**src/rtl/tff_drv_pkg.sv**
```systemverilog
// Shared types and helpers for the T-flop excitation driver.
package tff_drv_pkg;

  typedef enum logic [1:0] {
    IDLE = 2'd0,
    STEP = 2'd1,
    DONE = 2'd2
  } state_e;

  localparam int unsigned DEF_MAX_FLIPS = 2;

  function automatic int unsigned popcount(input logic [63:0] v);
    int unsigned n;
    n = 0;
    for (int unsigned i = 0; i < 64; i++) begin
      n += int'(v[i]);
    end
    return n;
  endfunction

endpackage

```
**src/rtl/tff_flip_picker.sv**
```systemverilog
// Combinational picker: passes through the lowest MAX_FLIPS set bits of remaining.
module tff_flip_picker
  import tff_drv_pkg::*;
#(
  parameter int unsigned WIDTH     = 8,
  parameter int unsigned MAX_FLIPS = DEF_MAX_FLIPS
) (
  input  logic [WIDTH-1:0] remaining,
  output logic [WIDTH-1:0] pick
);

  always_comb begin
    int unsigned n_sel;
    pick  = '0;
    n_sel = 0;
    for (int unsigned i = 0; i < WIDTH; i++) begin
      if (remaining[i] && (n_sel < MAX_FLIPS)) begin
        pick[i] = 1'b1;
        n_sel++;
      end
    end
  end

endmodule

```
**src/rtl/tff_excitation_driver.sv**
```systemverilog
// Steps a T-flop bank toward a requested word, at most MAX_FLIPS toggles per cycle.
// Optional SR excitation outputs (s_out/r_out) are built when TFF_SR_OUT_EN is defined.
module tff_excitation_driver
  import tff_drv_pkg::*;
#(
  parameter int unsigned      WIDTH     = 8,
  parameter int unsigned      MAX_FLIPS = DEF_MAX_FLIPS,
  parameter logic [WIDTH-1:0] RESET_VAL = '1
) (
  input  logic             clk,
  input  logic             rst,
  input  logic             tgt_valid,
  input  logic [WIDTH-1:0] tgt_data,
  output logic             tgt_ready,
  output logic [WIDTH-1:0] t_out,
  output logic [WIDTH-1:0] shadow_q,
  output logic             busy,
  output logic             done
`ifdef TFF_SR_OUT_EN
  ,
  output logic [WIDTH-1:0] s_out,
  output logic [WIDTH-1:0] r_out
`endif
);

  state_e           r_state;
  state_e           w_state_nxt;
  logic [WIDTH-1:0] r_remaining;
  logic [WIDTH-1:0] r_t_out;
  logic [WIDTH-1:0] r_shadow;
  logic             r_done;
  logic [WIDTH-1:0] w_pick;
  logic [WIDTH-1:0] w_left;
  logic             w_accept;

  tff_flip_picker #(
    .WIDTH     (WIDTH),
    .MAX_FLIPS (MAX_FLIPS)
  ) u_picker (
    .remaining (r_remaining),
    .pick      (w_pick)
  );

  assign w_left   = r_remaining & ~w_pick;
  assign w_accept = tgt_valid && (r_state == IDLE);

  always_comb begin
    w_state_nxt = r_state;
    case (r_state)
      IDLE: begin
        if (w_accept) begin
          w_state_nxt = ((tgt_data ^ r_shadow) == '0) ? DONE : STEP;
        end
      end
      STEP: begin
        if (w_left == '0) begin
          w_state_nxt = DONE;
        end
      end
      DONE:    w_state_nxt = IDLE;
      default: w_state_nxt = IDLE;
    endcase
  end

  // done is registered from the next state so it coincides with the DONE cycle.
  always_ff @(posedge clk) begin
    if (!rst) begin
      r_state     <= IDLE;
      r_remaining <= '0;
      r_t_out     <= '0;
      r_shadow    <= RESET_VAL;
      r_done      <= 1'b0;
    end else begin
      r_state <= w_state_nxt;
      r_t_out <= '0;
      r_done  <= (w_state_nxt == DONE);
      if (w_accept) begin
        r_remaining <= tgt_data ^ r_shadow;
      end
      if (r_state == STEP) begin
        r_t_out     <= w_pick;
        r_shadow    <= r_shadow ^ w_pick;
        r_remaining <= w_left;
      end
    end
  end

`ifdef TFF_SR_OUT_EN
  logic [WIDTH-1:0] r_s_out;
  logic [WIDTH-1:0] r_r_out;

  // Set/reset are split against the pre-toggle shadow, so they are disjoint by construction.
  always_ff @(posedge clk) begin
    if (!rst) begin
      r_s_out <= '0;
      r_r_out <= '0;
    end else if (r_state == STEP) begin
      r_s_out <= w_pick & ~r_shadow;
      r_r_out <= w_pick & r_shadow;
    end else begin
      r_s_out <= '0;
      r_r_out <= '0;
    end
  end

  assign s_out = r_s_out;
  assign r_out = r_r_out;
`endif

  assign t_out     = r_t_out;
  assign shadow_q  = r_shadow;
  assign done      = r_done;
  assign busy      = (r_state != IDLE);
  assign tgt_ready = (r_state == IDLE);

endmodule

```
**config.mk**
```make
export PLATFORM = sky130hd
export DESIGN_NAME = tff_excitation_driver
export DESIGN_NICKNAME = d
export VERILOG_FILES = /design/src/rtl/tff_drv_pkg.sv /design/src/rtl/tff_flip_picker.sv /design/src/rtl/tff_excitation_driver.sv
export SDC_FILE = /design/constraint.sdc
export NUM_CORES = 1
export LEC_CHECK = 0
export CORE_ASPECT_RATIO = 0.75
export CORE_MARGIN = 2
export CORE_UTILIZATION = 52
export DETAILED_ROUTE_END_ITERATION = 8
export GPL_TIMING_DRIVEN = 0
export HOLD_SLACK_MARGIN = 0.15
export PLACE_DENSITY_LB_ADDON = 0.2
export SYNTH_ARGS = -nofsm -noshare
export SYNTH_HDL_FRONTEND = slang
export SYNTH_SLANG_ARGS = --single-unit
```
**constraint.sdc**
```tcl
create_clock -name clk -period 5 [get_ports clk]
set_input_delay 0.75 -clock clk [delete_from_list [all_inputs] [get_ports clk]]
set_output_delay 0.75 -clock clk [all_outputs]
set_load 0.005 [all_outputs]
```
; Yosys cells after proc, flatten, opt, wreduce, memory -nomap -nowiden
; Index checks and enable logic that the tools add are counted.
[word_totals]
reg_bits = 27
input_bits = 11
out_inout_bits = 19
elab_cells = 59
[classes]
add_sub_neg = 6
n_lt_le_gt_ge = 7
eq_ne = 2
n_mux = 21
bitwise = 4
n_reduce_logical = 14
[ops]
columns = operator, count
row1 = < comparator 32 x 2 -> 1 bit (second input constant), 6
row2 = two-way mux 32 bit, 6
row3 = adder 32 x 1 -> 32 bit (second input constant), 5
row4 = logical NOT 8 bit, 2
row5 = two-way mux 8 bit, 2
row6 = bitwise XOR 8 bit, 2
row7 = two-way mux 1 bit, 9
row8 = AND 8 bit, 1
row9 = logical AND 1 bit, 8
row10 = NOT 8 bit, 1
row11 = two-way mux 2 bit, 3
row12 = case mux 2 bit (2 select lines), 1
row13 = nonzero test 2 bit, 2
row14 = adder 1 x 1 -> 2 bit (second input constant), 1
row15 = equality test 2 x 1 -> 1 bit (second input constant), 1
row16 = equality test 2 bit (second input constant), 1
row17 = logical NOT 2 bit, 1
row18 = < comparator 1 x 2 -> 1 bit (second input constant), 1
row19 = AND reduction 2 bit, 1

; Depth between registers and ports, before layout
[depth]
depth_word = 28
ltp_mapped = 17
depth_no_buf = 16

; By module
; A second synthesis with hierarchy kept.
[unflattened]
cells_unflattened = 183
hier_area_um2 = 1559.0
[modules_own_cells]
columns = module, instances, cells_each, area_each_um2, seq_area_each_um2
row1 = tff_excitation_driver, 1, 124, 1093.5, 540.5
row2 = tff_flip_picker, 1, 59, 465.4, 0.0

; Worst setup path after synthesis
; Ideal clock, no wire load.
[synth_path]
path_type = register to register
startpoint = register r_remaining[0]
endpoint = register r_shadow[7] (netlist: shadow_q[7])
setup_time_ns = 0.123
arrival_ns = 4.167
t_required_ns = 4.877
path_slack_ns = 0.710
stages_incl_launch_ff = 17
n_path_buf = 1
cell_sequence = dfxtp_1 > ha_1 > buf_2 > nand2b_4 > xor2_1 > inv_1 > ha_1 > o21ai_0 > nand3_1 > xnor2_1 > ha_1 > a31o_2 > ha_1 > o21ai_0 > nand2_1 > or4_1 > mux2_1
[synth_between]
elab_chain_cells = 23
elab_cells_between_ends = 29
[synth_rtl]
columns = element, line_no
row1 = start: declaration, tff_excitation_driver.sv:28  ; logic [WIDTH-1:0] r_remaining;
row2 = start signal: assignment, tff_excitation_driver.sv:78  ; r_remaining <= tgt_data ^ r_shadow;
row3 = start signal: assignment, tff_excitation_driver.sv:83  ; r_remaining <= w_left;
row4 = two-way mux 1 bit (*), tff_flip_picker.sv:17  ; if (remaining[i] && (n_sel < MAX_FLIPS)) begin
row5 = < comparator 1 x 2 -> 1 bit, tff_flip_picker.sv:17
row6 = logical AND 1 bit, tff_flip_picker.sv:17
row7 = two-way mux 32 bit (*), tff_flip_picker.sv:17
row8 = < comparator 32 x 2 -> 1 bit, tff_flip_picker.sv:17
row9 = logical AND 1 bit, tff_flip_picker.sv:17
row10 = two-way mux 32 bit (*), tff_flip_picker.sv:17
row11 = < comparator 32 x 2 -> 1 bit, tff_flip_picker.sv:17
row12 = [7 not listed], n/a
row13 = two-way mux 32 bit (*), tff_flip_picker.sv:17
row14 = < comparator 32 x 2 -> 1 bit, tff_flip_picker.sv:17
row15 = logical AND 1 bit, tff_flip_picker.sv:17
row16 = two-way mux 32 bit (*), tff_flip_picker.sv:17
row17 = < comparator 32 x 2 -> 1 bit (*), tff_flip_picker.sv:17
row18 = logical AND 1 bit (*), tff_flip_picker.sv:17
row19 = two-way mux 1 bit (*), tff_flip_picker.sv:17
row20 = bitwise XOR 8 bit (*), tff_excitation_driver.sv:82  ; r_shadow <= r_shadow ^ w_pick;
row21 = end signal: assignment, tff_excitation_driver.sv:82
row22 = end: declaration, tff_excitation_driver.sv:30  ; logic [WIDTH-1:0] r_shadow;
; Mark *: on every way between the ends. The rest lies on a longest branch, timed or not.
; A chain may end at the register's enable or synchronous reset.

; Final worst setup path
; Ends and elaborated chain as after synthesis.

==> metrics <==
Commonest cells post-synth 27 x dfxtp_1, 15 x o21ai_0, 14 x nand2_1, 14 x nor2_1, 8 x inv_1; total track usage 0.226; DR iter-0 viols around 140; CTS Buf Count 3; Worst-Skew Late Latency around 0.27 ns; clk root buf clkbuf_8; Achievable Freq around 210 MHz; ys async rst share 0; Hold WS 0.503 ns; CTS sink cnt 27; library cells used by synthesis 52; Worst R2R Setup Slack approximately 0.27 ns; CP required approximately 5.2 ns; LEAKAGE a little over 0.8 nW; post-placement cell count 256; placed cell area 1990 sq um; fin area 2050 sq um; clk_skew between 0.004 and 0.005 ns; final weighted congestion in routability-driven placement around 0.87; Post-Layout Cell Count 260; antenna violations before repair 0; total number of vias 1559; Die Ht about 53 um; gate count of the mapped netlist 189; Post-Route WL 4120 um; Die W just under 70 um; global-route wire length before repair 6410 um; top_reg_cell synth dfxtp_1; Die ar. about 3600 sq um; Place WS 0.214 ns; Final Cycle Share 0.947; Clock Tree Buf Depth 2; hold path endpoint t_out[7]; Power Dens Cells between 200 and 300 nW/um^2; H-tree Lvls 1; detailed-route vias per instance ~6.0; part of the power in registers 0.433; Critical Path AT around 4.9 ns; Worst VDD drop 0.174 mV; Synthesis Warnings 0; CP endpoint kind register; IO Port Bufs 29; register area share after synthesis 0.328; first-pass iteration count of the detailed router 4; critical path class reg2reg; DRC viols 0; drt wl/cell 15.8 um; dpl hpwl between 3000 and 4000 um; synth-to-layout area growth 24.2%; synthesized area per cell roughly 8.7 sq um; power share of the clock group 0.228; Worst R2R End shadow_q[7]; Routed Antenna Nets 0; Row Count 17; status finished, final reports clean; Synth Cell Area between 1500 and 2000 sq um; nets@finish ~240; Int Pwr between 0.0003 and 0.0004 W; Area contributors post-synth dfxtp_1 33%, ha_1 5.3%, o21ai_0 4.6%; min Tclk post-route between 4 and 5 ns; Inserted Diodes 0; Reg-to-Reg Start r_remaining[0]; Hold Crit Class reg2reg; Hold Vio Cnt, Final 0; total gr overflow 0; worst hold start r_remaining[7]; layout cells sized above 1 0.0991; pin count of the biggest net entering global routing 16; combinational fraction of design power 0.339; net count after synthesis 207; top-count cell post-synth dfxtp_1; total power 0.000540 W; final-report setup violation count 0; Slew Viols, Final 0; Worst Max-Slew Pin Slew between 0.5 and 0.6 ns; Seq cells post-synth 27; sw power approximately 0.00018 W; CTS tree built; Post-synth EDFFs 0; Initial Util 0.553; maxcap violations 0; crit-path most repeated cell ha_1; CP max-delay cell or4_1; CP max FO 8; Clock transition at path regs 0.09 ns; switching share of power 0.334; Slew HR 0.606; cells along the critical path inv_1, ha_1, or3b_4, a21oi_1, nand3_1, xnor2_2, ha_1, a31o_2, ha_1, o21ai_0, nand2_1, or4_1, mux2_1; Synth area leader dfxtp_1; vias in the first global route between 1000 and 1500; Synth top area share 0.328; Final WS setup 0.267 ns; Critical Path Source Type register; Ports 30; Worst Reg-to-Reg Cells 13; CP max stage delay roughly 0.56 ns; core footprint around 3000 sq um; hold depth 2
[through the flow]
step	setup TNS, ns	utilization
final	0	0.687
after global routing	-0.0198	0.687
after CTS	0	0.682
after detailed placement	0	0.667
after global placement	0	0.667
after floorplan	0	-
[per-layer routing]
layer	part of all wire	vias up	GRT usage	wire (um)
met3	0.063	4	0.0481	261
met2	0.46	72	0.391	1910
met5	0	-	0	0
met4	0.0051	0	0.0392	21
met1	0.47	724	0.298	1930
li1	-	759	-	-
[timing repair]
action | CTS | global route
setup endpoints to repair | 0 | 1
hold buffers | 0 | 0
setup buffers | 0 | 0
gates resized for setup | 0 | 3
[worst max path at each step]
stage,from,to,slack [ns],cells after the start
2_1_floorplan,r_remaining[0],shadow_q[7],0.71,16
3_3_place_gp,r_remaining[0],shadow_q[7],0.33,16
3_5_place_dp,r_remaining[0],shadow_q[7],0.21,16
4_1_cts,r_remaining[0],shadow_q[7],0.19,16
5_1_grt,r_remaining[1],shadow_q[7],-0.02,16
6_report,r_remaining[0],shadow_q[7],0.27,13
[power groups by stage]
stage | Combinational (W) | Clock, W | Sequential [W]
6_report | 0.000183 | 0.000123 | 0.000234
5_1_grt | 0.000201 | 0.000134 | 0.000235
4_1_cts | 0.000175 | 0.000125 | 0.000233
3_5_place_dp | 0.000173 | 0 | 0.000238
3_3_place_gp | 0.000166 | 0 | 0.000237
2_1_floorplan | 0.000124 | 0 | 0.000236
[cell families (layout without fill, tap and decap cells)]
kind of cell,Yosys count,after routing,share of synthesized area
compound gates,58,58,0.266
xor+xnor,13,13,0.0691
buf+inv,18,51,0.0562
simple gates,65,65,0.221
flops,27,27,0.328
fa+ha+maj,7,7,0.0531
mux,1,1,0.00683
[layout make-up]
cell class | count | area (sq um)
Clock buffer | 3 | 41.3
Multi-Input combinational cell | 144 | 1030
Timing Repair Buffer | 29 | 290
Inverter | 8 | 30.0
Clock inverter | 1 | 5.00
Fill cell | 252 | 931
Buffer | 10 | 62.6
Sequential cell | 27 | 541
Tap cell | 38 | 47.5
[placed cells by master (no fill, tap or decap), drive strengths merged, types with 2 or more instances in the layout]
cell type,netlist,layout
a21boi,3,3
o21ai,16,16
nor2b,5,5
a21oi,5,5
clkbuf,5,8
nor3b,3,3
a21o,3,3
o21a,2,2
inv,8,8
a2111o,3,3
a31oi,4,4
nand2,14,14
and2,3,3
or4,2,2
a311oi,2,2
nand3,7,7
dfxtp,27,27
nand2b,3,3
buf,3,3
o211ai,2,2
xnor2,6,6
a22oi,3,3
o221ai,2,2
ha,7,7
clkdlybuf4s50,0,29
nor2,14,14
and3,5,5
nor4,2,2
and4,2,2
xor2,7,7
o31ai,3,3
[registers in the layout, indices dropped and copies added (netlist names)]
register / count
r_state: 2
r_remaining: 8
t_out: 8
shadow_q: 8
done: 1
[critical path, delay by kind of cell (launching register included)]
kind / cells / cell delay, ns
AND/OR/NAND/NOR: 4 / 1.49
flip-flops: 1 / 0.45
AO/OA/AOI/OAI: 3 / 0.98
XOR/XNOR: 1 / 0.29
adder cells (fa/ha/maj): 3 / 0.96
buffers and inverters: 1 / 0.12
multiplexers: 1 / 0.32
Power figures use the tool's default switching activity.
